`src/rtl/inst_sram_ctrl.sv`:
```
// Instruction-side SRAM read controller with a one-entry fetched-word holding register.
// Misses run a multi-cycle SRAM read; hits return the held word with zero latency.
module inst_sram_ctrl #(
   parameter int unsigned WAIT_CYCLES = 2,
   parameter int unsigned SRAM_AW     = 20
) (
   input  logic               clk,
   input  logic               rst,
   input  logic [31:0]        im_addr,
   output logic [31:0]        im_data,
   output logic               fetch_stall,
   output logic               im_fault,
   output logic [SRAM_AW-1:0] sram_addr,
   output logic               sram_ce_n,
   output logic               sram_oe_n,
   output logic               sram_we_n,
   input  logic [31:0]        sram_data
);

   localparam int unsigned CNT_W = 3;

   typedef enum logic {
      IDLE,
      ACCESS
   } state_t;

   state_t            state;
   logic              hold_valid;
   logic [31:0]       hold_addr;
   logic [31:0]       hold_data;
   logic [31:0]       req_addr;
   logic [CNT_W-1:0]  cnt;

   logic idle_req;
   logic fault;
   logic hit;
   logic miss;

   // Request classification; the no-request code takes precedence over the fault check.
   always_comb begin
      idle_req = (im_addr == 32'hFFFF_FFFF);
      fault    = !idle_req && ((im_addr[1:0] != 2'b00) || (im_addr[31:22] != 10'h200));
      hit      = !idle_req && !fault && hold_valid && (im_addr == hold_addr);
      miss     = !idle_req && !fault && !hit;
   end

   assign im_data     = hit ? hold_data : 32'h0;
   assign im_fault    = fault;
   assign fetch_stall = (state == ACCESS) || miss;
   assign sram_we_n   = 1'b1;

   always_ff @(posedge clk) begin
      if (rst) begin
         state      <= IDLE;
         hold_valid <= 1'b0;
         hold_addr  <= 32'h0;
         hold_data  <= 32'h0;
         req_addr   <= 32'h0;
         cnt        <= '0;
         sram_addr  <= '0;
         sram_ce_n  <= 1'b1;
         sram_oe_n  <= 1'b1;
      end else begin
         case (state)
            IDLE: begin
               if (miss) begin
                  req_addr  <= im_addr;
                  sram_addr <= im_addr[SRAM_AW+1:2];
                  sram_ce_n <= 1'b0;
                  sram_oe_n <= 1'b0;
                  cnt       <= CNT_W'(WAIT_CYCLES);
                  state     <= ACCESS;
               end
            end
            ACCESS: begin
               // In-flight access always completes, even if fetch has redirected.
               if (cnt != '0) begin
                  cnt <= cnt - CNT_W'(1);
               end else begin
                  hold_data  <= sram_data;
                  hold_addr  <= req_addr;
                  hold_valid <= 1'b1;
                  sram_ce_n  <= 1'b1;
                  sram_oe_n  <= 1'b1;
                  state      <= IDLE;
               end
            end
            default: state <= IDLE;
         endcase
      end
   end

endmodule

```
`config.mk`:
```
export PLATFORM = sky130hd
export DESIGN_NAME = inst_sram_ctrl
export DESIGN_NICKNAME = d
export VERILOG_FILES = /design/src/rtl/inst_sram_ctrl.sv
export SDC_FILE = /design/constraint.sdc
export NUM_CORES = 1
export LEC_CHECK = 0
export BUFFER_PORTS_ARGS = -buffer_cell sky130_fd_sc_hd__clkbuf_2
export CORE_MARGIN = 1.5
export CORE_UTILIZATION = 55
export DETAILED_ROUTE_END_ITERATION = 8
export GPL_TIMING_DRIVEN = 0
export PLACE_DENSITY = 0.83
export SYNTH_ARGS = -nofsm -noshare
export SYNTH_HDL_FRONTEND = slang
export SYNTH_SLANG_ARGS = --single-unit
```
`constraint.sdc`:
```
create_clock -name clk -period 4.7 [get_ports clk]
set_input_delay 0.235 -clock clk [delete_from_list [all_inputs] [get_ports clk]]
set_output_delay 0.235 -clock clk [all_outputs]
set_load 0.05 [all_outputs]
```
=== Word level (Yosys, flattened, before mapping) ===
Index checks and enable logic that the tools add are counted.

* Flip-flop bits (word level): 122
* Bits of input ports: 66
* Output and inout bits: 57
* Word-level logic and storage cells: 43

* $add $sub $neg: 1
* Equality and inequality tests: 6
* Multiplexer cells: 10
* Bitwise logic cells: 2
* Reduce and logical (&&, ||, !) cells: 16

{| class="wikitable"
|+ Operators with widths
! kind !! number
|-
| 32-bit == test || 1
|-
| 32-bit == test (second input constant) || 1
|-
| 32-bit two-way mux || 1
|-
| 10-bit inequality test (second input constant) || 1
|-
| 2-bit AND reduction || 4
|-
| 3-bit two-way mux || 2
|-
| 3-bit case mux with 2 select lines || 1
|-
| 1-bit logical AND || 5
|-
| 1-bit two-way mux || 4
|-
| 2-bit inequality test (second input constant) || 2
|-
| 1-bit case mux with 2 select lines || 2
|-
| 1-bit logical NOT || 3
|-
| 3-bit nonzero test || 1
|-
| 3-bit by 1-bit subtractor with 3-bit output (second input constant) || 1
|-
| 1-bit logical OR || 2
|-
| 2-bit by 1-bit inequality test with 1-bit output (second input constant) || 1
|-
| 1-bit NOT || 2
|-
| 2-bit nonzero test || 1
|}

=== Depth between registers and ports, before layout ===
* Depth after elaboration: 11
* Gate-level depth with buffers: 9
* Depth with buffers taken out: 7

=== Least setup slack after synthesis ===
No wires, ideal clock.

* Path type: flip-flop to output port
* Start point: register hold_addr[10]
* End point: output im_data[0]
* Arrival time: 1925 ps
* Data required time: 4465 ps
* Setup slack: 2540 ps
* Cell stages (with the launch flop): 8
* Buffers on the path: 1
* Path through: dfxtp_1 -> xnor2_1 -> nand4_1 -> nor4_1 -> nand2_1 -> nor4_2 -> clkbuf_1 -> and2_1

* Longest elaborated chain between the ends: 3

{| class="wikitable"
|+ RTL lines
! item !! line !! RTL
|-
| from (decl) || 29 || <nowiki>logic [31:0] hold_addr;</nowiki>
|-
| from (signal assigned) || 81 || <nowiki>hold_addr <= req_addr;</nowiki>
|-
| 32-bit == test || 43 || <nowiki>hit = !idle_req && !fault && hold_valid && (im_addr == hold_addr);</nowiki>
|-
| 1-bit logical AND || 43 ||
|-
| 32-bit two-way mux || 47 || <nowiki>assign im_data = hit ? hold_data : 32'h0;</nowiki>
|-
| to (decl) || 10 || <nowiki>output logic [31:0] im_data,</nowiki>
|}

No other way between the ends.

=== Final worst setup path ===
* Start point: register hold_addr[27]
* End point: output im_data[25]

The elaborated chain is that of the path after synthesis.

==> metrics <==
status=finished, final reports clean; CP Capture Type=output pin; TritonCTS clock tree=done; VDD IR max=0.000199 V; largest net degree at the start of global routing=19; Final nets=755; mean post-synth cell area=8.36 sq um; critical-path cell list=xnor2_1 -> nand4_1 -> nor4_1 -> nand2_1 -> nor4_2 -> clkbuf_1 -> and2_1 -> clkbuf_2; post-layout util=68.0%; critical path startpoint category=flop; Max Fanout on Critical Path=10; GRT Total Usage=26.3%; P&R area growth vs syn=20.1%; maximum buffer depth of the clock tree=2; RSZ-0062 raised after global routing=false; core area=0.00822 sq mm; Tmin final=3.35 ns; Clock Latency Late Sink=0.38 ns; hold slack=0.0706 ns; setup ws final=between 1 and 1.5 ns; routed vias=4238; Max Cap Viol=0; Worst-path clk slew=0.10 ns; peak per-stage delay on the critical path=0.48 ns; post-cts gate resize count=0; slowest cell on the critical path=nor4_1; die area=0.00902 sq mm; vias in the first global route=3820; Worst-Margin Slew=0.612 ns; Num CTS Buffers=9; postcts setup bufs=0; Seq/Total Area, Yosys=43.9%; final WL=approximately 12000 microns; Hold WC Path Type=in -> reg; die height=95.0 microns; Vias/cell=between 5 and 6; Design Power=1.53 mW; GR Overflow Total=0; CP Data Arrival Time=3.11 ns; # diodes=0; Buffers on Ports=120; DRC=0; hpwl dp=around 8700 microns; Pleak=2.20 nW; synth warn=0; GP Congestion=0.914; share of the clock period used by the worst path=71.2%; main flop type after synthesis=dfxtp_1; first-pass GRT wire length=around 18000 microns; Worst Path Required=roughly 4.5 ns; H-tree Lvls=3; Post-Syn Area=0.00465 sq mm; layout cell share with drive strength beyond 1=29.6%; Net Count, Synth=624; FP Rows=33; root buf cell=clkbuf_8; DRT antenna net count=0; asr flop ratio synth=0%; 1st-iter DRT viols=164; pre-CTS setup slack=1.85 ns; num ports=123; final setup vio count=0; wire length per cell=14.5 microns; 1st-pass router iterations=5; clock skew=0.0151 ns; # hold bufs at CTS=0; crit path kind=reg -> out; Netlist cell types=41; Post-synth EDFFs=0; Sink Count=around 100; setup TNS=0 ns; initial antenna violation count=0; Yosys reg bits=102; Slew HR=58.8%; PD cells=approximately 270 mW/mm^2; endpoints failing hold=0; Synth Instances=556; die width=roughly 95 microns; Initial Util=a little under three fifths; fmax=between 0.2 and 0.3 GHz; Max Slew Vio Count=0
==> path summary, 6_finish.rpt <==
path,startpoint,to,slack (ns),cells after the start
max,hold_addr[27]$_SDFFE_PP0P_,im_data[25],1.35,8
max reg2reg,hold_addr[3]$_SDFFE_PP0P_,sram_addr[7]$_SDFFE_PP0P_,2.55,8
min,sram_data[20],hold_data[20]$_SDFFE_PP0P_,0.07,3
min reg2reg,hold_data[30]$_SDFFE_PP0P_,hold_data[30]$_SDFFE_PP0P_,0.46,2
==> registers in the layout, summed over array words and instances, names as in the netlist <==
name        flops
hold_valid      1
cnt             3
sram_oe_n       1
hold_addr      32
sram_addr      19
state           1
req_addr       13
hold_data      32
==> layout make-up <==
type	count	area [sq um]
Clock buffer	9	124
Buffer	60	345
Inverter	6	22.5
Clock inverter	7	77.6
Timing Repair Buffer	120	601
Tap cell	105	131
Multi-Input combinational cell	388	2240
Sequential cell	102	2040
Fill cell	678	2630
==> worst max-delay path: cells and delay by family, from the launching register on <==
family | cells | cell delay, ns
DFF | 1 | 0.35
xor gates and xnor gates | 1 | 0.34
buffers and inverters | 2 | 0.62
and+or+nand+nor | 5 | 1.43
==> layer usage <==
layer / up-vias / track usage, % / share of wire (%)
li1: 2110 / - / -
met1: 1955 / 33.1 / 44
met2: 156 / 44.6 / 48
met3: 17 / 5.07 / 5.8
met4: 0 / 9.58 / 1.9
met5: - / 0 / 0
==> layout by cell type (no fill, tap or decap), types with 4 or more instances in the layout <==
cell,instances
clkbuf_2,120
clkbuf_8,9
a31o_2,18
dfxtp_1,102
nor3b_2,15
nor3b_1,4
a21oi_1,67
and2_1,32
clkbuf_1,29
inv_1,5
nor3_1,7
nand3_1,5
nor4_1,4
and3_1,13
nand2b_1,8
xnor2_1,27
nand2_1,139
nand4_1,18
nor2_1,7
buf_4,22
==> synth_stat cells, types with 5 or more instances <==
cell type | n | share of area [%]
nor3b_2 | 15 | 4.0
nand2b_1 | 8 | 1.1
buf_4 | 22 | 3.6
xnor2_1 | 27 | 5.1
nor3_1 | 7 | 0.75
inv_1 | 5 | 0.40
and2_1 | 32 | 4.3
nand4_1 | 18 | 2.4
clkbuf_1 | 29 | 2.3
nand2_1 | 139 | 11
nor2_1 | 7 | 0.57
nand3_1 | 5 | 0.54
a31o_2 | 18 | 3.4
dfxtp_1 | 102 | 44
and3_1 | 13 | 1.7
a21oi_1 | 67 | 7.2
==> logic make-up (layout without fill, tap and decap cells) <==
kind of cell    Yosys count  after routing  share of synthesized area [%]
simple gates            261            261                           29.8
flops                   102            102                           43.9
compound gates           96             96                           12.5
buf+inv                  66            202                           7.91
xor+xnor                 28             28                           5.27
fa+ha+maj                 2              2                          0.538
other cells               1              1                         0.0806
==> per-stage QoR <==
step,cell area [sq um],instances
global placement,5380,781
detailed placement,5380,781
finish,5580,797
global route,5580,797
CTS,5580,797
floorplan,4650,556
==> report_power, final <==
part / leakage (nW) / total, mW / internal, mW / switching, mW
logic: 1.28 / 0.0938 / 0.0376 / 0.0561
registers: 0.821 / 0.864 / 0.864 / 0.0000654
clock network: 0.101 / 0.568 / 0.252 / 0.316
total: 2.20 / 1.53 / 1.15 / 0.372
No activity file was read; power rests on OpenSTA's default activity.
